### src/rtl/grf_writeback.sv
// 32 x 32-bit general register file with two combinational read ports, one write port,
// a registered write-back trace channel and a retired-write counter for commit logging.
module grf_writeback #(
    parameter int BYPASS = 1,
    parameter int CNT_W  = 32
) (
    input  logic             clk,
    input  logic             reset,
    input  logic [4:0]       ra1,
    input  logic [4:0]       ra2,
    output logic [31:0]      rd1,
    output logic [31:0]      rd2,
    input  logic             we,
    input  logic [4:0]       wa,
    input  logic [31:0]      wd,
    input  logic [31:0]      pc,
    output logic             trace_valid,
    output logic [31:0]      trace_pc,
    output logic [4:0]       trace_addr,
    output logic [31:0]      trace_data,
    output logic [CNT_W-1:0] wr_count
);

    logic [31:0] regs [32];
    logic        commit;
    logic        wr_en;

    // $0 writes still count as commits so the log matches the reference simulator.
    assign commit = we;
    assign wr_en  = we && (wa != 5'd0);

    always_ff @(posedge clk or negedge reset) begin
        if (!reset) begin
            for (int i = 0; i < 32; i++) begin
                regs[i] <= 32'd0;
            end
        end else if (wr_en) begin
            regs[wa] <= wd;
        end
    end

    always_comb begin
        rd1 = regs[ra1];
        if (ra1 == 5'd0) begin
            rd1 = 32'd0;
        end else if ((BYPASS != 0) && wr_en && (wa == ra1)) begin
            rd1 = wd;
        end
    end

    always_comb begin
        rd2 = regs[ra2];
        if (ra2 == 5'd0) begin
            rd2 = 32'd0;
        end else if ((BYPASS != 0) && wr_en && (wa == ra2)) begin
            rd2 = wd;
        end
    end

    // Trace payload holds its last value between commits; only trace_valid drops.
    always_ff @(posedge clk or negedge reset) begin
        if (!reset) begin
            trace_valid <= 1'b0;
            trace_pc    <= 32'd0;
            trace_addr  <= 5'd0;
            trace_data  <= 32'd0;
        end else begin
            trace_valid <= commit;
            if (commit) begin
                trace_pc   <= pc;
                trace_addr <= wa;
                trace_data <= wd;
            end
        end
    end

    always_ff @(posedge clk or negedge reset) begin
        if (!reset) begin
            wr_count <= '0;
        end else if (commit) begin
            wr_count <= wr_count + CNT_W'(1);
        end
    end

endmodule
### config.mk
export PLATFORM = sky130hd
export DESIGN_NAME = grf_writeback
export DESIGN_NICKNAME = d
export VERILOG_FILES = /design/src/rtl/grf_writeback.sv
export SDC_FILE = /design/constraint.sdc
export NUM_CORES = 2
export LEC_CHECK = 0
export CORE_MARGIN = 2
export CORE_UTILIZATION = 55
export CTS_CLUSTER_DIAMETER = 80
export DETAILED_ROUTE_END_ITERATION = 10
export PLACE_DENSITY = 0.84
export SYNTH_ARGS = -nofsm -noshare
export SYNTH_HDL_FRONTEND = slang
export SYNTH_SLANG_ARGS = --single-unit
### constraint.sdc
create_clock -name clk -period 4.3 [get_ports clk]
set_input_delay 1.29 -clock clk [delete_from_list [all_inputs] [get_ports clk]]
set_output_delay 1.29 -clock clk [all_outputs]
set_load 0.01 [all_outputs]
==> flow_summary.json <==
{
  "final_util_pct": 69.76,
  "synth_edf_count": 0,
  "clk_latency_ns": 0.74,
  "cts_sinks": 1126,
  "placed_area_mm2": 0.06597,
  "cts_tree": "done",
  "reg2reg_from": "wr_count[2]",
  "syn-instance-count": 3890,
  "leakage_nw": 31.76,
  "cp_top_family": "buffers and inverters",
  "tightest_slew_ns": 0.8362,
  "status": "complete, but fails checks",
  "setup_viol": 64,
  "syn_avg_cell_area_um2": 15.00,
  "synthXorXnorAreaFrac_pct": 0.6153,
  "die_x_um": 329.7,
  "async_reset_ff_share_pct": 100.0,
  "tns_ns": -10.18,
  "finalInstanceArea_mm2": 0.07344,
  "start_kind": "primary input",
  "drc_errors": 0,
  "wl_per_cell_um": 36.72,
  "endpoint_kind": "primary output",
  "dieArea_mm2": 0.1087,
  "via_per_inst": 7.449,
  "cp_max_fo": 19,
  "violations": "negative setup slack",
  "slowest_stage": "a311oi_4",
  "dp_cells": 5563,
  "ctsHoldBuffers": 0,
  "grt_pass1_wl_um": 306500,
  "dp_hpwl_um": 121800,
  "path_cells": "buf_8 > buf_12 > buf_12 > nor2_1 > buf_4 > nand3_1 > nand4_1 > a311oi_4 > buf_2",
  "antenna_found_initial": 2,
  "cts_buffer_depth": 3,
  "grt.overflow.total": 0,
  "routed_wl_um": 217000,
  "worstHoldStart": "regs[995]",
  "ys_types": 54,
  "max_cap_violations": 0,
  "first_iter_violations": 6433,
  "crit_buf_inv": 5,
  "first_pass_iters": 7,
  "cts_max_level": 3,
  "finalHoldViolations": 0,
  "slew_violations": 0,
  "synth_top_family_by_area": "multiplexers",
  "cp-startpoint": "ra2[1]",
  "dr_total_vias": 44019,
  "fmax_mhz": 216.7,
  "gp_congestion": 0.9138,
  "synth_compound_area_share_pct": 4.854,
  "synth_mux_area_share_pct": 40.16,
  "ir_drop_uv": 391.5,
  "setup_ws_ns": -0.3145,
  "synth_flop_cell": "dfrtp_1",
  "rsz0062_at_grt": "yes",
  "ios": 248,
  "max_stage_delay_ns": 0.47,
  "grt_pass1_vias": 45370,
  "yosysSeqAreaShare_pct": 48.28,
  "post-route-min-period_ns": 4.615,
  "fin_crit_sh_pct": 107.3,
  "clock-root-buffer": "clkbuf_16",
  "critical_path_arrival_ns": 3.32,
  "required_ns": 3.01,
  "synth-simple-area-share_pct": 2.444,
  "totalPowerFinal_mw": 32.90,
  "synthToLayoutAreaGrowth_pct": 25.84,
  "num_rows": 119,
  "core_mm2": 0.1053,
  "synthesis.area_mm2": 0.05836,
  "reg2reg_slack_ns": 2.31,
  "numCtsBuffers": 116,
  "ys_ff_latch": 1126,
  "crit_type": "in -> out",
  "slew_headroom_pct": 44.25,
  "numPortBuffers": 247,
  "start_util_pct": 55.44,
  "synth-adder-area-share_pct": 0.02144,
  "final_net_count": 4500,
  "p_per_area_mw_per_mm2": 448.0,
  "grt_max_degree": 105,
  "syn_nets": 3973,
  "ant_nets": 0,
  "hp-class": "reg -> reg",
  "clkTransAtPathRegs_ns": 0.06,
  "stdcell_count": 5909,
  "layout-drive-gt1-share_pct": 60.06,
  "timing.critical_path.mode_cell": "buf_12",
  "gr-usage-all-layers_pct": 38.79,
  "fin_skew_ns": 0.02352,
  "yosys_warnings": 0,
  "die-height_um": 329.7
}
state kept, by name (all words and copies together), names as in the netlist:
| register | cells |
|---|---|
| regs | 1024 |
| trace_data | 32 |
| trace_pc | 32 |
| wr_count | 32 |
| trace_addr | 5 |
| trace_valid | 1 |
stage by stage:
| step | hold slack (ns) | setup slack (ns) |
|---|---|---|
| floorplan | 0.4413 | 0.1096 |
| global placement | 0.3770 | -0.9423 |
| detailed placement | 0.3836 | -0.9613 |
| CTS | 0.3981 | -0.2219 |
| global route | 0.4094 | -0.3451 |
| finish | 0.3989 | -0.3145 |
path summary, 6_finish.rpt:
path / end / depth (start not counted)
setup / recovery: rd2[21] / 9
hold / removal: regs[995] / 0
setup reg to reg: wr_count[26] / 5
hold reg to reg: regs[995] / 0
max in group asynchronous: regs[490] / 3
min in group asynchronous: regs[859] / 1
synth_stat cells (all sizes together) (4+ instances only):
master,number,area [um2]
xnor2,32,280.3
nand3,21,105.1
a32oi,4,35.03
nor3,6,35.03
mux4,502,11310
nand4,30,187.7
o22ai,55,344.1
and4,4,35.03
or3,9,56.30
o21ai,43,215.2
clkbuf,227,853.3
nor2b,13,81.33
and3,7,43.79
buf,208,1231
inv,6,22.52
mux2,1054,11870
nand2,117,444.2
a221oi,7,61.31
o2111a,18,202.7
nand2b,4,25.02
a22oi,199,1494
mux2i,26,260.3
a21oi,41,205.2
dfrtp,1126,28180
nor2,68,255.2
nor4,6,37.54
or2,5,33.78
xor2,9,78.83
a221o,8,80.08
a211oi,8,60.06
report_power, final:
part / total, mW / leakage [nW] / internal [mW] / switching, mW
Clock: 10.9 / 2.02 / 6.28 / 4.62
Sequential: 14.3 / 14.4 / 12.5 / 1.75
Combinational: 7.73 / 15.4 / 4.41 / 3.32
worst register-to-register path, cell delays in order (launching register included):
cell and delay [ns]:
dfrtp_1 0.44, and4_1 0.30, nand4_1 0.26, nor3_1 0.51, nand3_1 0.20, xnor2_1 0.17
layout make-up:
type	count	area (um2)
inverter	8	30.03
clock buffer	160	3421
multi-input combinational	2321	29670
tap	1391	1740
clock inverter	58	655.6
antenna	1	2.502
sequential	1126	28180
fill	5934	31830
timing repair buffer	844	9742
logic make-up (layout without fill, tap and decap cells):
family / count (synthesis) / count (layout)
AO/OA/AOI/OAI: 397 / 397
XOR/XNOR: 41 / 41
adder cells (fa/ha/maj): 1 / 1
buffers and inverters: 443 / 1070
flip-flops: 1126 / 1126
multiplexers: 1582 / 1582
other: 0 / 1
AND/OR/NAND/NOR: 300 / 300
what timing repair did:
| item | CTS | global route |
|---|---|---|
| gates cloned | 26 | 6 |
| buffers inserted | 79 | 38 |
| endpoints found under the setup margin | 64 | 64 |
| resized for setup | 624 | 143 |
| pin swaps | 113 | 84 |
placed cells by master (no fill, tap or decap), types with 30 or more instances in the layout:
cell	n
mux2_1	40
nand4_1	30
mux2_2	1014
clkbuf_16	123
mux4_2	502
buf_6	60
clkbuf_8	31
clkdlybuf4s50_1	166
buf_12	148
a22oi_2	142
buf_4	339
a22oi_1	57
nor2_1	37
dfrtp_1	1126
nand2_1	98
buf_2	61
buf_16	40
o22ai_1	35
routing by layer:
metal  routed length [um]  track usage, %
met1                71170           47.36
met2                96190           56.93
met3                30860           14.89
met4                18680           27.43
met5                   67               0
(Power assumes the default switching activity.)
